**src/rtl/dram_test_pkg.sv**
```systemverilog
// dram_test_pkg: shared FSM states and UART constants for the distributed-RAM dump path
package dram_test_pkg;
  typedef enum logic [2:0] {IDLE, HDR, READ, SEND, CHK, DONE} state_t;
  localparam logic [7:0] HEADER_DEFAULT = 8'hA5;
  localparam int UART_BITS = 10;
endpackage

```
**src/rtl/uart_tx_8n1.sv**
```systemverilog
// uart_tx_8n1: 8N1 serialiser with valid/ready byte hand-off
// ports: clk, rst, data[7:0]/valid in, ready out, tx line out (idle high)
module uart_tx_8n1
  import dram_test_pkg::*;
#(
  parameter int CLKS_PER_BIT = 868
) (
  input  logic       clk,
  input  logic       rst,
  input  logic [7:0] data,
  input  logic       valid,
  output logic       ready,
  output logic       tx
);
  localparam int CW = $clog2(CLKS_PER_BIT);
  logic [CW-1:0] cnt;
  logic [3:0] bitn;
  logic [9:0] sh;
  logic active, last;
  assign last = (bitn == 4'(UART_BITS - 1)) && (cnt == CW'(CLKS_PER_BIT - 1));
  // the final stop-bit cycle also counts as idle so the next start bit follows with no gap
  assign ready = !active || last;
  assign tx = active ? sh[0] : 1'b1;
  always_ff @(posedge clk) begin
    if (rst) begin
      active <= 1'b0;
      cnt <= '0;
      bitn <= '0;
      sh <= '1;
    end else if (valid && ready) begin
      active <= 1'b1;
      cnt <= '0;
      bitn <= '0;
      sh <= {1'b1, data, 1'b0};
    end else if (active) begin
      if (cnt == CW'(CLKS_PER_BIT - 1)) begin
        cnt <= '0;
        bitn <= bitn + 4'd1;
        sh <= {1'b1, sh[9:1]};
        active <= !last;
      end else begin
        cnt <= cnt + CW'(1);
      end
    end
  end
endmodule

```
**src/rtl/dram_uart_dumper.sv**
```systemverilog
// dram_uart_dumper: streams every RAM word out of tx as header, LSB-first word bytes, XOR checksum
// ports: clk, rst, start in; ram_addr out / ram_rdata in (async read port); tx, busy, done out
module dram_uart_dumper
  import dram_test_pkg::*;
#(
  parameter int         CLKS_PER_BIT = 868,
  parameter int         ADDR_W       = 5,
  parameter int         DATA_W       = 16,
  parameter logic [7:0] HEADER       = HEADER_DEFAULT
) (
  input  logic              clk,
  input  logic              rst,
  input  logic              start,
  output logic [ADDR_W-1:0] ram_addr,
  input  logic [DATA_W-1:0] ram_rdata,
  output logic              tx,
  output logic              busy,
  output logic              done
);
  localparam int NB = DATA_W / 8;
  localparam int KW = NB > 1 ? $clog2(NB) : 1;
  state_t state;
  logic [DATA_W-1:0] wbuf;
  logic [KW-1:0] k;
  logic [7:0] chk;
  logic chk_sent;
  logic u_valid, u_ready;
  logic [7:0] u_data;
  always_comb begin
    u_valid = state == HDR || state == SEND || (state == CHK && !chk_sent);
    u_data = state == HDR ? HEADER : state == CHK ? chk : wbuf[7:0];
  end
  assign busy = state != IDLE && state != DONE;
  assign done = state == DONE;
  always_ff @(posedge clk) begin
    if (rst) begin
      state <= IDLE;
      ram_addr <= '0;
      wbuf <= '0;
      k <= '0;
      chk <= '0;
      chk_sent <= 1'b0;
    end else begin
      case (state)
        IDLE: if (start) begin
          state <= HDR;
          ram_addr <= '0;
          chk <= '0;
          chk_sent <= 1'b0;
        end
        HDR: if (u_ready) state <= READ;
        READ: begin
          wbuf <= ram_rdata;
          ram_addr <= ram_addr + ADDR_W'(1);
          k <= '0;
          state <= SEND;
        end
        // ram_addr was bumped in READ, so it reads 0 only after the last word wrapped
        SEND: if (u_ready) begin
          chk <= chk ^ wbuf[7:0];
          wbuf <= wbuf >> 8;
          k <= k + KW'(1);
          if (k == KW'(NB - 1)) state <= ram_addr == '0 ? CHK : READ;
        end
        // first ready loads the checksum byte, the second marks the end of its stop bit
        CHK: if (u_ready) begin
          chk_sent <= 1'b1;
          if (chk_sent) state <= DONE;
        end
        default: state <= IDLE;
      endcase
    end
  end
  uart_tx_8n1 #(.CLKS_PER_BIT(CLKS_PER_BIT)) u_tx (
    .clk(clk),
    .rst(rst),
    .data(u_data),
    .valid(u_valid),
    .ready(u_ready),
    .tx(tx)
  );
endmodule

```
**config.mk**
```make
export PLATFORM = sky130hd
export DESIGN_NAME = dram_uart_dumper
export DESIGN_NICKNAME = d
export VERILOG_FILES = /design/src/rtl/dram_test_pkg.sv /design/src/rtl/uart_tx_8n1.sv /design/src/rtl/dram_uart_dumper.sv
export SDC_FILE = /design/constraint.sdc
export NUM_CORES = 1
export LEC_CHECK = 0
export CAP_MARGIN = 20
export CORE_MARGIN = 3
export CORE_UTILIZATION = 55
export CTS_CLUSTER_SIZE = 28
export DETAILED_ROUTE_END_ITERATION = 12
export GPL_ROUTABILITY_DRIVEN = 0
export PLACE_DENSITY = 0.77
export SYNTH_ARGS = -nofsm -noshare
export SYNTH_HDL_FRONTEND = slang
export SYNTH_HIERARCHICAL = 1
export SYNTH_SLANG_ARGS = --single-unit
export TNS_END_PERCENT = 10
```
**constraint.sdc**
```tcl
create_clock -name clk -period 5.8 [get_ports clk]
set_clock_uncertainty 0.2 [all_clocks]
set_input_delay 1.16 -clock clk [delete_from_list [all_inputs] [get_ports clk]]
set_output_delay 1.16 -clock clk [all_outputs]
set_load 0.01 [all_outputs]
```
# After elaboration in Yosys (flattened, before gate mapping)
# Cells that the tools add are included.
dict set report word_totals {
  register_bits 58
  latch_bits 0
  mem_bits_rw 0
  romBits 0
  inputBits 19
  output_inout_bits 8
  n_memories 0
}
dict set report classes {
  add_sub_neg 4
  mul 0
  div_mod_pow 0
  n_lt_le_gt_ge 0
  eq_ne 14
  shift 0
  mux 30
  bitwise 1
  reduce_logical 27
}
# cell n
set op_table {}
lappend op_table {{$mux W8} 4}
lappend op_table {{$pmux W16 S2} 1}
lappend op_table {{$mux W9} 3}
lappend op_table {{$mux W3} 7}
lappend op_table {{$mux W16} 1}
lappend op_table {{$pmux W8 S2} 1}
lappend op_table {{$pmux W3 S5} 1}
lappend op_table {{$reduce_bool A2 Y1} 6}
lappend op_table {{$add A10 B1 Y10 const B} 1}
lappend op_table {{$eq A10 B10 Y1 const B} 1}
lappend op_table {{$mux W10} 1}
lappend op_table {{$pmux W5 S2} 1}
lappend op_table {{$reduce_and A2 Y1} 4}
lappend op_table {{$xor A8 B8 Y8} 1}
lappend op_table {{$mux W1} 7}
lappend op_table {{$eq A3 B2 Y1 const B} 2}
lappend op_table {{$eq A3 B3 Y1 const B} 2}
lappend op_table {{$ne A2 B1 Y1 const B} 3}
lappend op_table {{$ne A2 B2 Y1 const B} 3}
lappend op_table {{$reduce_and A3 Y1} 2}
lappend op_table {{$reduce_and A6 Y1} 1}
lappend op_table {{$add A5 B1 Y5 const B} 1}
lappend op_table {{$logic_not A5 Y1} 1}
lappend op_table {{$mux W5} 1}
lappend op_table {{other kinds (12)} 20}

# Logic depth before layout (Yosys ltp)
dict set report logic_depth {
  word_depth 6
  ltp_mapped 10
}

# Modules after synthesis
# The synthesis kept the hierarchy.
# mod instances cells_each area_per_inst_um2 seq_area_each_um2
set by_module_without_submodules {}
lappend by_module_without_submodules {dram_uart_dumper 1 213 1855.5 680.7}
lappend by_module_without_submodules {uart_tx_8n1 1 133 1222.4 480.5}

# Worst setup path after synthesis
# Ideal clock, no wire load.
dict set report synth_path {
  path_kind {register -> register}
  startpoint {register state[0]}
  endpoint {register u_tx.sh[1]}
  t_arrival_ns 2.167
  t_required_ns 5.478
  slack_ns 3.312
  stages_incl_launch_ff 11
  synth_period_minus_slack_ns 2.488
  path_cell_list {dfxtp_1 > buf_2 > buf_2 > inv_1 > o21ai_0 > nor2b_1 > clkbuf_1 > a31oi_1 > or2_0 > buf_2 > o32a_1}
}
dict set report synth_via {
  elab_chain_cells 6
}
# element line
set synth_rtl {}
lappend synth_rtl {{from (decl)} dram_uart_dumper.sv:22} ;# state_t state;
lappend synth_rtl {{from (signal assigned)} dram_uart_dumper.sv:63} ;# if (k == KW'(NB - 1)) state <= ram_addr == '0 ? CHK : READ;
lappend synth_rtl {{$eq A3 B1 Y1, or another cell as far along} dram_uart_dumper.sv:30} ;# u_valid = state == HDR || state == SEND || (state == CHK && !chk_sent);
lappend synth_rtl {{$logic_or A1 B1 Y1 or $logic_and A1 B1 Y1 (tied branches)} dram_uart_dumper.sv:30}
lappend synth_rtl {{$logic_or A1 B1 Y1 (*)} dram_uart_dumper.sv:30}
lappend synth_rtl {{via u_valid} dram_uart_dumper.sv:27} ;# logic u_valid, u_ready;
lappend synth_rtl {{$logic_and A1 B1 Y1 (*)} uart_tx_8n1.sv:30} ;# end else if (valid && ready) begin
lappend synth_rtl {{$reduce_bool A2 Y1 (no source line)} --}
lappend synth_rtl {{$reduce_and A2 Y1 (no source line)} --}
lappend synth_rtl {{to (signal assigned)} uart_tx_8n1.sv:34} ;# sh <= {1'b1, data, 1'b0};
lappend synth_rtl {{to (signal assigned)} uart_tx_8n1.sv:39} ;# sh <= {1'b1, sh[9:1]};
lappend synth_rtl {{to (decl)} uart_tx_8n1.sv:18} ;# logic [9:0] sh;
# Mark *: on every way through the listed nets, which the timed path passes. The rest lies on a longest branch.
# A chain may end at the register's enable or synchronous reset.

# Final worst setup path
dict set report layout_path {
  startpoint {register state[2]}
  endpoint {output busy}
}
dict set report layout_via {
  elab_chain_cells 2
}
# element line
set layout_rtl {}
lappend layout_rtl {{$ne A3 B3 Y1 or $reduce_bool A3 Y1 (tied branches)} dram_uart_dumper.sv:33} ;# assign busy = state != IDLE && state != DONE;
lappend layout_rtl {{$logic_and A1 B1 Y1 (*)} dram_uart_dumper.sv:33}
lappend layout_rtl {{to (decl)} dram_uart_dumper.sv:17} ;# output logic busy,
# Mark *: on every way between the ends. The rest lies on a longest branch, timed or not.

==> qor_table.md <==
| Stage | Result | Reported |
| --- | --- | --- |
| synthesis | Synth Cell Area | 3080 um^2 |
| synthesis | Flip-flop and latch count after synthesis | 58 |
| layout | Filler instances | 460 |
| layout | Total area of sequential cells | 1160 um^2 |
| placement | Buffers on Ports | 26 |
| setup path | Worst path cell trace | or2_1 -> a21o_1 -> clkdlybuf4s50_1 |
| layout | Layout cell share with drive strength beyond 1 | 7.40% |
| floorplan | Chip Height | 80.8 um |
| clocking | Library cell used as clock root buffer | sky130_fd_sc_hd__clkbuf_8 |
| layout | Antenna cell count | 0 |
| clocking | Register clock-pin slew on the reported worst setup and hold paths | 0.07 ns |
| floorplan | Die extent in x | 80.8 um |
| sta | Post-route setup TNS | 0 ns |
| sta | Count of final setup violators | 0 |
| clocking | Max H-tree Level | 3 |
| setup path | Category of the worst setup path launch point | register |
| global routing | Maximum number of pins on one net before global-route repair | 31 |
| synthesis | Number of synthesized flops with an enable pin | 0 |
| setup path | Required time reported for the critical path endpoint | 4.44 ns |
| setup path | Slowest stage cell, crit path | sky130_fd_sc_hd__dfxtp_1 |
| drt | DRC errors left | 0 |
| sta | Post-route fraction of the period consumed by the critical path | 62.8% |
| drt | Initial detailed-routing violation count | 70 |
| clocking | # resized after CTS | 0 |
| clocking | Count of buffers added by post-CTS timing repair for setup | 0 |
| pwr | Areal power density over the cells | 304 nW/um^2 |
| sta | Final critical path time including I/O delays and setup | 3.64 ns |
| job | Max cap viols | 0 |
| drt | Wire per inst | 14.7 um |
| synthesis | Sequential fraction of the synthesis area | 37.7% |
| floorplan | Count of standard-cell rows | 26 |
| pwr | Leakage power figure | 1.34 nW |
| sta | Headroom to the max-slew limit | 30.4% |
| synthesis | Unique masters post-synth | 58 |
| sta | Final Max Slew Viols | 0 |
| setup path | WP data arrival | 2.28 ns |
| pwr | Worst IR Drop VDD | 0.188 mV |
| synthesis | Per-instance average area after synthesis | 8.90 um^2 |
| setup path | Worst setup path category | register to primary output |
| placement | Detailed placer's ending HPWL | 4470 um |
| pwr | Post-layout total power | 0.00107 W |
| sta | Fmax achieved | 0.274 GHz |
| clocking | Sinks on the clock net | 58 |
| synthesis | Async set or reset register ratio after synthesis | 0% |
| drt | Detail Route Antenna Nets | 0 |
| setup path | Worst path max stage delay | 0.85 ns |
| floorplan | Core area | 5270 um^2 |
| sta | Unrepaired setup endpoints after global routing | no |
| floorplan | Area of the die | 6530 um^2 |
| drt | Via density per instance | 5.90 |
| synthesis | Syn_nets | 370 |
| sta | Least-Margin Pin Slew | 1.04 ns |
| drt | Total length of routed wires | 6380 um |
| clocking | CTS tree | built |
| global routing | Global-route usage over all layers | 21.4% |
| layout | Syn-to-layout area delta | 14.6% |
| drt | Pre-Repair DR Iteration Count | 4 |
| hold path | Tightest Hold Check Type | register to register |
| clocking | Maximum clock path buffer count | 2 |
| floorplan | Starting Density | 58.4% |
| sta | Fin. Hold Viols | 0 |
| global routing | Aggregate global routing overflow | 0 |
| setup path | Peak fanout along the critical path | 24 |
| layout | Final net count | 384 |
| global routing | First-pass GRT wire length | 10900 um |
| synthesis | Ys flop type | sky130_fd_sc_hd__dfxtp_1 |
| clocking | Latest clock arrival within the worst-skew pair | 0.33 ns |
| global routing | Number of antenna violations at the first check in global routing | 0 |
| drt | Vias after detailed routing | 2566 |
| clocking | Number of buffers created by CTS | 9 |
| synthesis | Synthesis warning total | 6 |
| clocking | Count of hold-fix buffers inserted at cts | 0 |
| run status | Result of the run | finished clean |
| setup path | Worst setup EP type | primary output |
| floorplan | Top Ports | 27 |
| synthesis | Cell count after synthesis | 346 |
| global routing | Vias in the first global route | 2481 |
| layout | Footprint of the multi-input gates | 1750 um^2 |
layout make-up:
type / instances / area share, %
clock inverter: 5 / 2.20
tap: 70 / 2.48
clock buffer: 11 / 4.01
timing repair buffer: 27 / 7.59
inverter: 10 / 1.06
sequential: 58 / 32.9
multi-input combinational: 254 / 49.7
critical path, delay by kind of cell, from the launching register on:
family,cells,cell delay (ns)
compound gates,1,0.16
buf+inv,1,0.52
flops,1,0.85
simple gates,1,0.41
logic make-up after synthesis:
logic type	Yosys count	share of synthesized area (%)
compound gates	100	22.2
xor+xnor	10	2.85
fa+ha+maj	5	2.03
buf+inv	34	5.28
flops	58	37.7
mux	9	2.97
simple gates	130	26.9
flip-flops by register name, indices dropped and copies added (netlist names), 3 cells and up:
| signal | cells |
|---|---|
| u_tx/cnt | 10 |
| chk | 8 |
| u_tx/bitn | 4 |
| wbuf | 16 |
| state | 3 |
| u_tx/sh | 9 |
| ram_addr | 5 |
cells in the mapped netlist, types with 3 or more instances:
master                      instances  area (um^2)
sky130_fd_sc_hd__mux2i_1            8         80.1
sky130_fd_sc_hd__buf_1              3         11.3
sky130_fd_sc_hd__a211oi_1           9         67.6
sky130_fd_sc_hd__o21ai_0           18         90.1
sky130_fd_sc_hd__a2bb2oi_1          4         35.0
sky130_fd_sc_hd__dfxtp_1           58         1160
sky130_fd_sc_hd__ha_1               5         62.6
sky130_fd_sc_hd__buf_2              7         35.0
sky130_fd_sc_hd__a22o_1             8         70.1
sky130_fd_sc_hd__a211o_1            8         70.1
sky130_fd_sc_hd__o21a_1             7         52.6
sky130_fd_sc_hd__o32a_1             7         70.1
sky130_fd_sc_hd__nand2b_1           9         56.3
sky130_fd_sc_hd__clkbuf_1           9         33.8
sky130_fd_sc_hd__nand4_1            7         43.8
sky130_fd_sc_hd__nor3b_1           14          105
sky130_fd_sc_hd__nor4b_1            9         78.8
sky130_fd_sc_hd__buf_4              3         22.5
sky130_fd_sc_hd__nor3_1             6         30.0
sky130_fd_sc_hd__nor2_1            20         75.1
sky130_fd_sc_hd__and4b_1            3         30.0
sky130_fd_sc_hd__nand2_1           18         67.6
sky130_fd_sc_hd__nand3_1            8         40.0
sky130_fd_sc_hd__a21oi_1           26          130
sky130_fd_sc_hd__inv_1             10         37.5
sky130_fd_sc_hd__nor2b_1            8         50.1
sky130_fd_sc_hd__nand3b_1           5         37.5
sky130_fd_sc_hd__xnor2_1            3         26.3
sky130_fd_sc_hd__o22ai_1            5         31.3
sky130_fd_sc_hd__xor2_1             7         61.3
per-stage QoR:
| step | instance area [um^2] | utilization (%) | worst slack (ns) | hold WS, ns | instances |
|---|---|---|---|---|---|
| finish | 3530 | 66.9 | 2.16 | 0.267 | 435 |
| global route | 3530 | 66.9 | 1.86 | 0.294 | 435 |
| CTS | 3530 | 66.9 | 2.18 | 0.271 | 435 |
| detailed placement | 3310 | 62.8 | 2.23 | 0.255 | 419 |
| global placement | 3310 | 62.8 | 2.27 | 0.247 | 419 |
| floorplan | 3080 | - | 3.31 | 0.218 | 346 |
path summary, 6_finish.rpt:
check              from         end  slack, ns  cells past startpoint
max reg2reg    state[0]  u_tx/sh[4]       2.17                      6
min          u_tx/sh[7]  u_tx/sh[7]       0.27                      1
max            state[2]        busy       2.16                      3
min reg2reg  u_tx/sh[7]  u_tx/sh[7]       0.27                      1
placed cells by master (no fill, tap or decap), types with 10 or more instances in the layout:
| master | netlist | layout |
|---|---|---|
| sky130_fd_sc_hd__a21oi_1 | 26 | 26 |
| sky130_fd_sc_hd__clkbuf_8 | 0 | 10 |
| sky130_fd_sc_hd__clkdlybuf4s50_1 | 0 | 26 |
| sky130_fd_sc_hd__dfxtp_1 | 58 | 58 |
| sky130_fd_sc_hd__inv_1 | 10 | 10 |
| sky130_fd_sc_hd__nand2_1 | 18 | 18 |
| sky130_fd_sc_hd__nor2_1 | 20 | 20 |
| sky130_fd_sc_hd__nor3b_1 | 14 | 14 |
| sky130_fd_sc_hd__o21ai_0 | 18 | 18 |
layer usage:
layer  vias up  global-route usage (%)  wire length (um)
met1      1186                    23.0              2780
met4         0                    8.45                62
met3         8                    5.43               252
met5         -                       0                 0
met2        60                    39.6              3290
li1       1312                       -                 -
where the power goes:
part / leakage (nW) / switching [W] / internal, W
combinational: 0.763 / 0.000102 / 0.0000918
sequential: 0.471 / 0.0000414 / 0.000428
clock: 0.109 / 0.000158 / 0.000252
Note: power is estimated with default switching activity, not from simulation.
